===== config.mk =====
export PLATFORM = sky130hd
export DESIGN_NAME = nic_rst_intr_ctrl
export DESIGN_NICKNAME = d
export VERILOG_FILES = /design/src/rtl/nic_ctrl_pkg.sv /design/src/rtl/nic_rst_seq.sv /design/src/rtl/nic_rst_intr_ctrl.sv
export SDC_FILE = /design/constraint.sdc
export NUM_CORES = 1
export LEC_CHECK = 0
export ABC_AREA = 0
export BUFFER_PORTS_ARGS = -buffer_cell sky130_fd_sc_hd__buf_4
export CORE_AREA = 2 2 39 41
export CTS_CLUSTER_DIAMETER = 30
export DETAILED_ROUTE_END_ITERATION = 12
export DIE_AREA = 0 0 41 43
export GPL_TIMING_DRIVEN = 0
export PLACE_DENSITY = 0.62
export SLEW_MARGIN = 20
export SYNTH_ARGS = -nofsm -noshare
export SYNTH_HDL_FRONTEND = slang
export SYNTH_SLANG_ARGS = --single-unit

===== constraint.sdc =====
create_clock -name CLK -period 1.91 [get_ports CLK]
set_clock_uncertainty 0.1 [all_clocks]
set_input_delay 0.191 -clock CLK [delete_from_list [all_inputs] [get_ports CLK]]
set_output_delay 0.191 -clock CLK [all_outputs]
set_load 0.03 [all_outputs]

===== src/rtl/nic_ctrl_pkg.sv =====
// Purpose : shared INT_N state encoding and counter sizing helper for the NIC reset/interrupt controller.
// Latency : n/a (types and functions only).
// Backpressure: n/a.
package nic_ctrl_pkg;

  typedef enum logic [1:0] {
    IDLE    = 2'd0,
    ASSERT  = 2'd1,
    HOLDOFF = 2'd2
  } int_state_e;

  // Bits needed to hold the values 0..max_val (never less than one bit).
  function automatic int cnt_width(input int max_val);
    return (max_val < 1) ? 1 : $clog2(max_val + 1);
  endfunction

endpackage


===== src/rtl/nic_rst_seq.sv =====
// Purpose : one channel's reset stretcher; holds aresetn low until RST_CYCLES quiet cycles follow the last hold request.
// Latency : aresetn_o falls 1 edge after hold_i is sampled; rises RST_CYCLES edges after hold_i is first sampled low.
// Backpressure: none; hold_i is a level and is obeyed every cycle.
// Ports:
//   clk_i       - clock
//   rst_i       - asynchronous active-high reset (channel held in reset, counter cleared)
//   hold_i      - level request to (re)start the reset sequence
//   aresetn_o   - registered active-low channel reset
//   aresetn_d_o - next-state of aresetn_o, lets the parent register an aggregate busy flag
module nic_rst_seq
  import nic_ctrl_pkg::*;
#(
  parameter int RST_CYCLES = 64
) (
  input  logic clk_i,
  input  logic rst_i,
  input  logic hold_i,
  output logic aresetn_o,
  output logic aresetn_d_o
);

  localparam int CW = cnt_width(RST_CYCLES);
  localparam logic [CW-1:0] CNT_MAX = CW'(RST_CYCLES);

  logic [CW-1:0] cnt_q, cnt_d;
  logic          aresetn_q, aresetn_d;

  always_comb begin
    cnt_d     = cnt_q;
    aresetn_d = aresetn_q;
    if (hold_i) begin
      cnt_d     = '0;
      aresetn_d = 1'b0;
    end else if (cnt_q < CNT_MAX) begin
      cnt_d = cnt_q + CW'(1);
      // Release on the edge the counter lands on its terminal value; it then saturates.
      if (cnt_d == CNT_MAX) begin
        aresetn_d = 1'b1;
      end
    end
  end

  always_ff @(posedge clk_i or posedge rst_i) begin
    if (rst_i) begin
      cnt_q     <= '0;
      aresetn_q <= 1'b0;
    end else begin
      cnt_q     <= cnt_d;
      aresetn_q <= aresetn_d;
    end
  end

  assign aresetn_o   = aresetn_q;
  assign aresetn_d_o = aresetn_d;

endmodule


===== src/rtl/nic_rst_intr_ctrl.sv =====
// Purpose : per-channel reset sequencing plus synchronised, maskable interrupt combining onto one INT_N pin.
// Latency : aresetn low 1 edge after request; intr_pending SYNC_STAGES+1 edges after intr_request; INT_N one edge later.
// Backpressure: none; all inputs are levels, INT_N re-assertion is throttled by the hold-off timer only.
// Ports:
//   CLK, RST      - clock, asynchronous active-high reset
//   clk_locked    - NIC clock lock; low holds every channel in reset
//   rst_request   - per-channel synchronous reset request (level)
//   intr_request  - per-channel asynchronous interrupt request (level)
//   intr_mask     - per-channel mask, 1 excludes the channel from INT_N
//   aresetn       - per-channel active-low reset out
//   rst_busy      - high while any channel is in reset
//   intr_pending  - synchronised interrupt status gated by channel reset, mask ignored
//   INT_N         - active-low combined interrupt
module nic_rst_intr_ctrl
  import nic_ctrl_pkg::*;
#(
  parameter int N_CH           = 1,
  parameter int RST_CYCLES     = 64,
  parameter int SYNC_STAGES    = 2,
  parameter int HOLDOFF_CYCLES = 0
) (
  input  logic            CLK,
  input  logic            RST,
  input  logic            clk_locked,
  input  logic [N_CH-1:0] rst_request,
  input  logic [N_CH-1:0] intr_request,
  input  logic [N_CH-1:0] intr_mask,
  output logic [N_CH-1:0] aresetn,
  output logic            rst_busy,
  output logic [N_CH-1:0] intr_pending,
  output logic            INT_N
);

  localparam int HW = cnt_width(HOLDOFF_CYCLES);
  // The IDLE cycle spent before re-asserting is itself one high cycle, so the
  // HOLDOFF state only needs to cover the remaining HOLDOFF_CYCLES-1 cycles.
  localparam logic [HW-1:0] HOLD_LOAD = (HOLDOFF_CYCLES > 1) ? HW'(HOLDOFF_CYCLES - 1) : '0;

  // ---------------- reset sequencing ----------------
  logic [N_CH-1:0] aresetn_d;
  logic            rst_busy_q;

  for (genvar i = 0; i < N_CH; i++) begin : g_ch
    nic_rst_seq #(
      .RST_CYCLES (RST_CYCLES)
    ) u_seq (
      .clk_i       (CLK),
      .rst_i       (RST),
      .hold_i      (rst_request[i] | ~clk_locked),
      .aresetn_o   (aresetn[i]),
      .aresetn_d_o (aresetn_d[i])
    );
  end

  always_ff @(posedge CLK or posedge RST) begin
    if (RST) begin
      rst_busy_q <= 1'b1;
    end else begin
      rst_busy_q <= ~&aresetn_d;
    end
  end

  // ---------------- interrupt synchroniser ----------------
  (* ASYNC_REG = "TRUE" *) logic [N_CH-1:0] sync_q [SYNC_STAGES];
  logic [N_CH-1:0] intr_pending_q;
  logic            active;

  always_ff @(posedge CLK or posedge RST) begin
    if (RST) begin
      for (int s = 0; s < SYNC_STAGES; s++) begin
        sync_q[s] <= '0;
      end
      intr_pending_q <= '0;
    end else begin
      sync_q[0] <= intr_request;
      for (int s = 1; s < SYNC_STAGES; s++) begin
        sync_q[s] <= sync_q[s-1];
      end
      // A channel held in reset never reports a pending interrupt.
      intr_pending_q <= sync_q[SYNC_STAGES-1] & aresetn;
    end
  end

  assign active = |(intr_pending_q & ~intr_mask);

  // ---------------- INT_N moderation FSM ----------------
  int_state_e    state_q, state_d;
  logic [HW-1:0] hold_cnt_q, hold_cnt_d;
  logic          int_n_q, int_n_d;

  always_comb begin
    state_d    = state_q;
    hold_cnt_d = hold_cnt_q;
    int_n_d    = int_n_q;
    case (state_q)
      IDLE: begin
        if (active) begin
          state_d = ASSERT;
          int_n_d = 1'b0;
        end
      end
      ASSERT: begin
        if (!active) begin
          int_n_d = 1'b1;
          if (HOLDOFF_CYCLES > 1) begin
            state_d    = HOLDOFF;
            hold_cnt_d = HOLD_LOAD;
          end else begin
            state_d = IDLE;
          end
        end
      end
      HOLDOFF: begin
        // active is deliberately ignored until the timer expires.
        hold_cnt_d = hold_cnt_q - HW'(1);
        if (hold_cnt_q <= HW'(1)) begin
          state_d = IDLE;
        end
      end
      default: begin
        state_d = IDLE;
        int_n_d = 1'b1;
      end
    endcase
  end

  always_ff @(posedge CLK or posedge RST) begin
    if (RST) begin
      state_q    <= IDLE;
      hold_cnt_q <= '0;
      int_n_q    <= 1'b1;
    end else begin
      state_q    <= state_d;
      hold_cnt_q <= hold_cnt_d;
      int_n_q    <= int_n_d;
    end
  end

  assign rst_busy     = rst_busy_q;
  assign intr_pending = intr_pending_q;
  assign INT_N        = int_n_q;

endmodule


==> run_results.csv, run 1 <==
group,metric,value,unit
status,status,"complete, no violations",
power_and_ir_drop,ir_drop,0.480,mV
synth,synth.avg_cell_area,12.5,µm²
sta,fmax,743,MHz
cts,cts.sink_count,14,
sta,fin_crit_sh,70.5,%
floorplan,coreArea,1380,µm²
sta,drv_slew,0,
placement,gp_congestion,0.698,
cts,clk_pin_slew,0.09,ns
sta,hold_viol_final,0,
sta,fin_setup_tns,0,ns
power_and_ir_drop,clockPowerShare,39.4,%
cts,root_buffer,"clkbuf_4",
route,drc,0,
synth,ys_ff_latch,14,
worst_hold_path,hold_path_depth,3,
worst_hold_path,holdCritPathClass,"input pin to flip-flop",
setup_path,worst_setup_path_end_kind,"flip-flop",
setup_path,worstSetupPathType,"flip-flop to flip-flop",
setup_path,cp.required,2.03,ns
setup_path,start_kind,"flip-flop",
grt,track_usage,11.4,%
synth,synth_xor_area_share,5.96,%
synth,yosys.area_share.adder,3.83,%
route,detailroute.via_count,388,
setup_path,r2r-start,"g_ch[0].u_seq.cnt_q[0]",
finish,drive_gt1_share,27.4,%
synth,synth_compound_area_share,6.17,%
synth,syn_area,588,µm²
route,routed_wl,893,µm
power_and_ir_drop,combPwrFrac,4.7,%
synth,synth_top_family_by_area,"simple AND/OR/NAND/NOR gates",
sta,worst_hold_slack,0.0796,ns
sta,grt_setup_unrepaired,"false",
synth,yosysWarnings,0,
power_and_ir_drop,p_seq_share,55.9,%
setup_path,path_max_fanout,5,
finish,antenna_cells,0,
sta,worstMarginPinSlew,0.523,ns
sta,final-setup-viol-count,0,
grt,antenna_found_initial,0,
route,drt-initial-drc-count,5,
setup_path,r2r_slack,0.56,ns
grt,grt_pass1_vias,337,
synth,synth_nets,54,
worst_hold_path,hp-start,"intr_mask",
floorplan,die_y,43,µm
finish,synthToLayoutAreaGrowth,24.5,%
synth,ys_seq_area_share,60.0,%
floorplan,initial_core_util,42.5,%
grt,grt_max_degree,15,
sta,slew_headroom,65.1,%
grt,grt_pass1_wl,1340,µm
grt,gr-total-overflow,0,
power_and_ir_drop,p_leak,0.370,nW
power_and_ir_drop,swShare,21.2,%
setup_path,r2r_end,"g_ch[0].u_seq.aresetn_o",
synth,yosys-mux-area-fraction,1.70,%
cts,cts.htree.levels,1,
power_and_ir_drop,p_switching,0.000116,W
worst_hold_path,hold-path-endpoint,"state_q[0]",
cts,cts_max_path_buffers,2,
placement,portBuffers,9,
route,wl_per_cell,11.4,µm
route,dr.pass1.iters,4,
flow_run,max-cap-violations,0,
floorplan,rows,14,
cts,cts_setup_buffers,0,
finish,nNetsFinal,70,
floorplan,dieArea,1760,µm²
floorplan,ios,10,
cts,insertion_delay,0.28,ns
finish,post-route-util,52.9,%
power_and_ir_drop,p_per_area,745,nW/µm²
setup_path,arrival,1.47,ns
synth,yosysUniqueCellTypes,24,
floorplan,die_w,41,µm
cts,cts_buffers,3,
setup_path,ff2ff_path_depth,4,
sta,fin_crit,1.35,ns
synth,synth-simple-area-share,19.1,%
cts,cts_tree,"done",
route,antenna_left,0,
power_and_ir_drop,p_int,0.000430,W
synth,syn_inst,47,
route,vias_per_cell,4.97,
## layout by cell type, fill, tap and decap left out, types with 2 or more instances in the layout
master,Yosys,layout
dlygate4sd3_1,0,2
nor2b_1,2,2
inv_1,2,2
xor2_1,3,3
clkbuf_4,0,3
dfrtp_1,12,12
nand2b_1,2,2
buf_4,0,9
nand2_1,2,2
dfstp_2,2,2
nor2_1,6,6
## through the flow
| stage | cell area [µm²] | total power (W) | setup WS [ns] | cells |
|---|---|---|---|---|
| final | 732 | 0.000545 | 0.564 | 78 |
| after global placement | 676 | 0.000333 | 0.593 | 72 |
| after CTS | 732 | 0.000554 | 0.546 | 78 |
| after detailed placement | 676 | 0.000333 | 0.569 | 72 |
| after global routing | 732 | 0.000565 | 0.518 | 78 |
| after floorplan | 588 | 0.000322 | 0.621 | 47 |
## sequential cells by signal (all words and copies together) (netlist names)
signal,flops
g_ch.u_seq.cnt_q,7
sync_q,2
INT_N,1
g_ch.u_seq.aresetn_o,1
intr_pending,1
rst_busy,1
state_q,1
## critical path: stages, from the launching register on
cell and delay (ns):
dfrtp_1 0.48, ha_1 0.23, nand3_1 0.08, nor2_1 0.20, a32o_1 0.19
## per-layer routing
metal	global-route usage (%)	routed length, µm	vias to the layer above
met5	0	0	-
met4	8.00	20	0
met3	3.14	54	4
met2	15.0	376	13
met1	15.6	441	179
li1	-	-	192
## area by class of cell
class,instances,area (µm²)
timing repair buffer,11,87.6
sequential,14,353
fill,128,652
buffer,1,11.3
tap,16,20.0
clock buffer,4,36.3
inverter,2,7.51
multi-input combinational,30,216
## power by group through the flow
stage	clock network, W	registers (W)	logic (W)
floorplan	0	0.000309	0.0000122
finish	0.000215	0.000305	0.0000256
CTS	0.000223	0.000304	0.0000264
detailed placement	0	0.000310	0.0000232
global placement	0	0.000310	0.0000232
global route	0.000230	0.000305	0.0000293
## synth_stat cells
master	number	share of area [%]
dfrtp_1	12	51
nor2_1	6	3.8
xor2_1	3	4.5
dfstp_2	2	8.9
inv_1	2	1.3
nand2_1	2	1.3
nand2b_1	2	2.1
nor2b_1	2	2.1
a21oi_1	1	0.85
a32o_1	1	1.7
a32oi_1	1	1.5
and2_1	1	1.1
buf_6	1	1.9
ha_1	1	2.1
maj3_1	1	1.7
mux2i_1	1	1.7
nand3_1	1	0.85
nand4b_1	1	1.5
nand4b_4	1	4.0
nor3b_1	1	1.3
o21a_1	1	1.3
o21ai_0	1	0.85
or3_1	1	1.1
xnor2_1	1	1.5
## cells by family (layout without fill, tap and decap cells)
kind of cell / after synthesis / in the layout
xor gates and xnor gates: 4 / 4
and+or+nand+nor: 18 / 18
muxes: 1 / 1
DFF: 14 / 14
AOI/OAI and AO/OA: 5 / 5
buffers and inverters: 3 / 18
adders and majority gates: 2 / 2
## what timing repair did
action,CTS,global route
hold buffers,2,0
gates resized for setup,0,0
setup endpoints to repair,0,0
endpoints found under the hold margin,13,0
## how the worst max path moves through the flow
stage                           startpoint                       to  cells after the start
global route        g_ch[0].u_seq.cnt_q[0]  g_ch[0].u_seq.aresetn_o                      4
detailed placement  g_ch[0].u_seq.cnt_q[6]   g_ch[0].u_seq.cnt_q[5]                      4
CTS                 g_ch[0].u_seq.cnt_q[6]   g_ch[0].u_seq.cnt_q[5]                      4
finish              g_ch[0].u_seq.cnt_q[0]  g_ch[0].u_seq.aresetn_o                      4
floorplan           g_ch[0].u_seq.cnt_q[6]   g_ch[0].u_seq.cnt_q[5]                      4
global placement    g_ch[0].u_seq.cnt_q[6]   g_ch[0].u_seq.cnt_q[5]                      4
Note: power is estimated with default switching activity, not from simulation.
==> run 2, diff against run 1 <==
==> constraint.sdc (replaced) <==
create_clock -name CLK -period 1.3 [get_ports CLK]
set_clock_uncertainty 0.1 [all_clocks]
set_input_delay 0.13 -clock CLK [delete_from_list [all_inputs] [get_ports CLK]]
set_output_delay 0.13 -clock CLK [all_outputs]
set_load 0.03 [all_outputs]
==> run 2 against run 1 <==
  * Routed wire length grew 4.6%
  * Global-route usage is the same
  * Count of clock-buffer cells in the layout is the same
  * Total power grew 48%
  * Flip-flop and latch count is the same
  * Maximum frequency grew 5.3%
  * Sequential power grew 46%
  * Register-to-register slack lost 0.54 ns
  * Core utilization grew 1.9 points
  * Sequential share of layout area shrank 1.5 points
  * Non-clock buffer count grew 3
  * Cell count grew 3.8%
==> run_results.csv, run 2 (synthesis gave the netlist of run 1 again) <==
group,metric,value,unit
worst_hold_path,hp-start,"intr_mask",
cts,cts_tree,"done",
finish,regMostFlops,"g_ch.u_seq.cnt_q",
worst_hold_path,holdCritPathClass,"input pin to flip-flop",
placement,portBuffers,9,
grt,grt_max_degree,15,
power_and_ir_drop,swShare,21.4,%
finish,layoutNonFillerInstCount,81,
grt,grt_pass1_vias,337,
sta,final-setup-viol-count,0,
power_and_ir_drop,p_switching,0.000173,W
sta,fin_setup_tns,0,ns
setup_path,ff2ff_path_depth,4,
floorplan,dieArea,1760,µm²
power_and_ir_drop,power,0.000809,W
setup_path,path_max_fanout,7,
flow_run,max-cap-violations,0,
setup_path,r2r_end,"g_ch[0].u_seq.cnt_q[5]",
cts,cts_max_path_buffers,2,
route,drc,0,
sta,worst_hold_slack,0.0101,ns
finish,mostFrequentLayoutCells,"buf_4, dfrtp_1, nor2_1, xor2_1, clkbuf_4",
finish,largest_reg_flops,7,
floorplan,initial_core_util,42.5,%
finish,mostFrequentLayoutCell,"buf_4",
setup_path,arrival,1.39,ns
power_and_ir_drop,p_int,0.000636,W
route,detailroute.via_count,402,
worst_hold_path,hold-path-endpoint,"state_q[0]",
power_and_ir_drop,p_seq_share,55.2,%
worst_hold_path,hold_path_depth,3,
route,drt-initial-drc-count,3,
cts,insertion_delay,0.28,ns
floorplan,coreArea,1380,µm²
power_and_ir_drop,p_leak,0.383,nW
finish,reg_top3,"g_ch.u_seq.cnt_q (7), sync_q (2)",
sta,slew_headroom,65.3,%
power_and_ir_drop,p_per_area,1070,nW/µm²
setup_path,r2r_slack,0.02,ns
grt,gr-total-overflow,0,
placement,placed_area,676,µm²
sta,fin_crit_sh,98.3,%
placement,dp.cells,72,
setup_path,cp.required,1.42,ns
setup_path,r2r-start,"g_ch[0].u_seq.cnt_q[6]",
cts,cts.sink_count,14,
sta,fin_crit,1.28,ns
cts,clk_pin_slew,0.09,ns
route,routed_wl,934,µm
cts,cts.htree.levels,1,
sta,grt_setup_unrepaired,"true",
status,status,"complete, no violations",
setup_path,start_kind,"flip-flop",
setup_path,worstSetupPathType,"flip-flop to flip-flop",
floorplan,rows,14,
floorplan,die_y,43,µm
route,wl_per_cell,11.5,µm
power_and_ir_drop,ir_drop,0.712,mV
finish,nNetsFinal,73,
finish,drive_gt1_share,33.8,%
power_and_ir_drop,clockPowerShare,39.4,%
placement,gp_congestion,0.698,
route,dr.pass1.iters,2,
sta,worstMarginPinSlew,0.520,ns
cts,cts_buffers,3,
finish,design_area,758,µm²
grt,track_usage,11.4,%
finish,antenna_cells,0,
grt,antenna_found_initial,0,
finish,synthToLayoutAreaGrowth,28.9,%
floorplan,die_w,41,µm
floorplan,ios,10,
route,antenna_left,0,
setup_path,worst_setup_path_end_kind,"flip-flop",
sta,fmax,783,MHz
route,vias_per_cell,4.96,
sta,drv_slew,0,
cts,root_buffer,"clkbuf_4",
grt,grt_pass1_wl,1340,µm
power_and_ir_drop,combPwrFrac,5.4,%
sta,hold_viol_final,0,
==> run 2: repair_timing <==
action,CTS,global route
buffers inserted,0,3
gates resized for setup,1,1
setup endpoints to repair,2,2
endpoints found under the hold margin,13,0
hold buffers,2,0
pin swaps,2,0
==> run 2: worst max-delay path, stage by stage (launching register included) <==
cell and delay, ns:
dfrtp_1 0.38, buf_6 0.13, nand4b_4 0.17, or3_1 0.31, a21oi_1 0.12
==> run 2: metrics by stage <==
step / setup WS, ns / utilization, %
2_1_floorplan: 0.0113 / -
3_3_place_gp: -0.0168 / 48.8
3_5_place_dp: -0.0405 / 48.8
4_1_cts: -0.00656 / 53.0
5_1_grt: -0.0183 / 54.8
6_report: 0.0223 / 54.8
==> run 2: power groups by stage <==
stage / combinational [W] / clock, W / sequential, W
after floorplan: 0.0000180 / 0 / 0.000455
after global placement: 0.0000340 / 0 / 0.000456
after detailed placement: 0.0000340 / 0 / 0.000456
after CTS: 0.0000388 / 0.000328 / 0.000448
after global routing: 0.0000496 / 0.000339 / 0.000447
final: 0.0000438 / 0.000318 / 0.000446
==> run 2: worst max-delay path by stage <==
stage	from	end	slack, ns	cells after the start
2_1_floorplan	g_ch[0].u_seq.cnt_q[6]	g_ch[0].u_seq.cnt_q[5]	0.01	4
3_3_place_gp	g_ch[0].u_seq.cnt_q[6]	g_ch[0].u_seq.cnt_q[5]	-0.02	4
3_5_place_dp	g_ch[0].u_seq.cnt_q[6]	g_ch[0].u_seq.cnt_q[5]	-0.04	4
4_1_cts	g_ch[0].u_seq.cnt_q[6]	g_ch[0].u_seq.cnt_q[5]	-0.007	4
5_1_grt	g_ch[0].u_seq.cnt_q[6]	g_ch[0].u_seq.cnt_q[5]	-0.02	4
6_report	g_ch[0].u_seq.cnt_q[6]	g_ch[0].u_seq.cnt_q[5]	0.02	4
==> run 2: final cells by class <==
type | count | area (µm²)
multi-input cells | 30 | 219
plain buffers | 1 | 11.3
inverters | 2 | 7.51
flip-flops and latches | 14 | 354
repair buffers | 14 | 110
clock buffers | 4 | 36.3
well taps | 16 | 20.0
fillers | 130 | 626
==> run 2: routing by layer <==
| metal | part of all wire [%] | wire (µm) | vias up | GRT usage (%) |
|---|---|---|---|---|
| li1 | - | - | 197 | - |
| met1 | 49 | 459 | 190 | 15.6 |
| met2 | 43 | 403 | 10 | 15.0 |
| met3 | 4.5 | 42 | 5 | 3.14 |
| met4 | 3.1 | 29 | 0 | 8.00 |
| met5 | 0 | 0 | - | 0 |
==> run 3, diff against run 2 <==
--- a/config.mk
+++ b/config.mk
@@ -13,6 +13,7 @@
 export DIE_AREA = 0 0 41 43
 export GPL_TIMING_DRIVEN = 0
 export PLACE_DENSITY = 0.62
+export SETUP_SLACK_MARGIN = 0.3
 export SLEW_MARGIN = 20
 export SYNTH_ARGS = -nofsm -noshare
 export SYNTH_HDL_FRONTEND = slang
==> run 3 against run 2 <==
  * First-iteration DRC count fell by 67%
  * Critical path depth did not move
  * Largest cell class unchanged
  * Core utilization rose by 6.9 points
  * Worst setup slack got worse by 0.0018 ns
  * Cell count rose by 3.7%
  * Critical path type unchanged
  * Non-clock buffer count rose by 3
  * Design area rose by 13%
  * Combinational power rose by 6.2%
  * Sequential share of layout area fell by 4.9 points
==> run_results.csv, run 3 (synthesis gave the netlist of run 1 again) <==
group,metric,value,unit
finish,synthToLayoutAreaGrowth,45.1,%
finish,largest_reg_flops,7,
placement,hpwl,644,µm
grt,track_usage,15.9,%
route,dr.pass1.iters,3,
sta,final-setup-viol-count,0,
finish,mostFrequentLayoutCell,"buf_4",
sta,fin_crit_sh,98.4,%
floorplan,initial_core_util,42.5,%
grt,grt_max_degree,15,
sta,worst_hold_slack,0.00721,ns
setup_path,cp_slowest_cell,"dfrtp_1",
power_and_ir_drop,clockPowerShare,39.3,%
setup_path,path_buf_inv,1,
route,drt-initial-drc-count,1,
placement,pre_cts_ws,0.0271,ns
sta,grt_setup_unrepaired,"true",
cts,root_buffer,"clkbuf_4",
flow_run,max-cap-violations,0,
power_and_ir_drop,p_int,0.000636,W
setup_path,cp_slowest_stage_delay,0.38,ns
status,status,"complete, no violations",
sta,fin_crit,1.28,ns
setup_path,arrival,1.40,ns
finish,antenna_cells,0,
power_and_ir_drop,swShare,21.9,%
finish,regMostFlops,"g_ch.u_seq.cnt_q",
cts,cts.sink_count,14,
power_and_ir_drop,p_leak,0.394,nW
floorplan,die_y,43,µm
power_and_ir_drop,p_per_area,955,nW/µm²
grt,antenna_found_initial,0,
finish,mostFrequentLayoutCells,"buf_4, dfrtp_1, buf_6, nor2_1",
cts,cts_buffers,3,
finish,design_area,853,µm²
cts,insertion_delay,0.28,ns
setup_path,start_kind,"flip-flop",
floorplan,rows,14,
setup_path,path_max_fanout,3,
sta,worstMarginPinSlew,0.302,ns
cts,cts_tree,"done",
cts,clk_pin_slew,0.09,ns
setup_path,crit_family,"simple AND/OR/NAND/NOR gates",
route,routed_wl,1070,µm
sta,fin_ws,0.0205,ns
placement,placed_area,701,µm²
power_and_ir_drop,combPwrFrac,5.7,%
setup_path,worstSetupPathType,"flip-flop to flip-flop",
sta,slew_headroom,79.8,%
finish,reg_top3,"g_ch.u_seq.cnt_q (7), sync_q (2)",
route,antenna_left,0,
sta,drv_slew,0,
grt,grt_pass1_vias,434,
route,wl_per_cell,12.7,µm
sta,fin_setup_tns,0,ns
grt,gr-total-overflow,0,
worst_hold_path,holdCritPathClass,"input pin to flip-flop",
placement,portBuffers,9,
setup_path,worst_setup_path_end_kind,"flip-flop",
power_and_ir_drop,ir_drop,0.549,mV
sta,fmax,782,MHz
floorplan,coreArea,1380,µm²
finish,nNetsFinal,76,
sta,hold_viol_final,0,
power_and_ir_drop,p_seq_share,55.0,%
setup_path,cp_cell_sequence,"buf_6 > nand4b_4 > or3_4 > a21oi_2",
route,drc,0,
floorplan,dieArea,1760,µm²
finish,post-route-util,61.7,%
cts,cts.htree.levels,1,
grt,grt_pass1_wl,1870,µm
placement,gp_congestion,0.644,
finish,drive_gt1_share,50.0,%
floorplan,ios,10,
route,detailroute.via_count,415,
cts,cts_max_path_buffers,2,
route,vias_per_cell,4.94,
setup_path,cp.required,1.42,ns
power_and_ir_drop,p_switching,0.000179,W
floorplan,die_w,41,µm
==> run 3: cell types whose count changed in the layout (fill, tap and decap cells not counted), moves of 2 or more <==
cell,before,now
buf_6,1,6
buf_4,12,10
dfrtp_1,11,9
dfrtp_2,1,3
==> run 3: worst paths after layout <==
check	cells after the start	end	slack [ns]	start
max	4	g_ch[0].u_seq.cnt_q[5]	0.02	g_ch[0].u_seq.cnt_q[6]
max reg2reg	4	g_ch[0].u_seq.cnt_q[5]	0.02	g_ch[0].u_seq.cnt_q[6]
min	3	g_ch[0].u_seq.cnt_q[6]	0.007	rst_request
min in group asynchronous	3	sync_q[0]	0.25	RST
min reg2reg	0	sync_q[0]	0.26	sync_q[1]
max in group asynchronous	3	INT_N	0.58	RST
==> run 3: what timing repair did <==
action,CTS,global route
gates resized for setup,5,6
endpoints found under the setup margin,12,27
hold buffers,2,0
buffers inserted,5,1
endpoints found under the hold margin,13,0
pin swaps,4,2
==> run 3: final cells by class <==
class                      count  area (µm²)
buffer                         1        11.3
clock buffer                   4        36.3
fill                         112         531
inverter                       2        11.3
multi-input combinational     30         267
sequential                    14         357
tap                           16        20.0
timing repair buffer          17         151
==> run 3: worst min-delay path: cells and delay by family <==
family	cells	cell delay [ns]
simple gates	1	0.05
buf+inv	1	0.08
compound gates	1	0.10
==> run 3: metal layers <==
metal | part of all wire [%] | wire, µm | vias to the layer above | global-route usage, %
li1 | - | - | 198 | -
met1 | 46 | 491 | 210 | 22.0
met2 | 51 | 544 | 7 | 21.9
met3 | 2.7 | 29 | 0 | 4.71
met4 | 0 | 0 | 0 | 8.00
met5 | 0 | 0 | - | 0
==> run 3: power by group through the flow <==
stage	clock (W)	sequential, W	combinational, W
2_1_floorplan	0	0.000456	0.0000188
3_3_place_gp	0	0.000457	0.0000348
3_5_place_dp	0	0.000458	0.0000357
4_1_cts	0.000321	0.000448	0.0000445
5_1_grt	0.000341	0.000449	0.0000537
6_report	0.000321	0.000448	0.0000465
==> run 3: metrics by stage <==
stage                     total power (W)  instances
final                            0.000815         84
after CTS                        0.000814         83
after floorplan                  0.000475         47
after global placement           0.000492         72
after global routing             0.000843         84
after detailed placement         0.000494         72
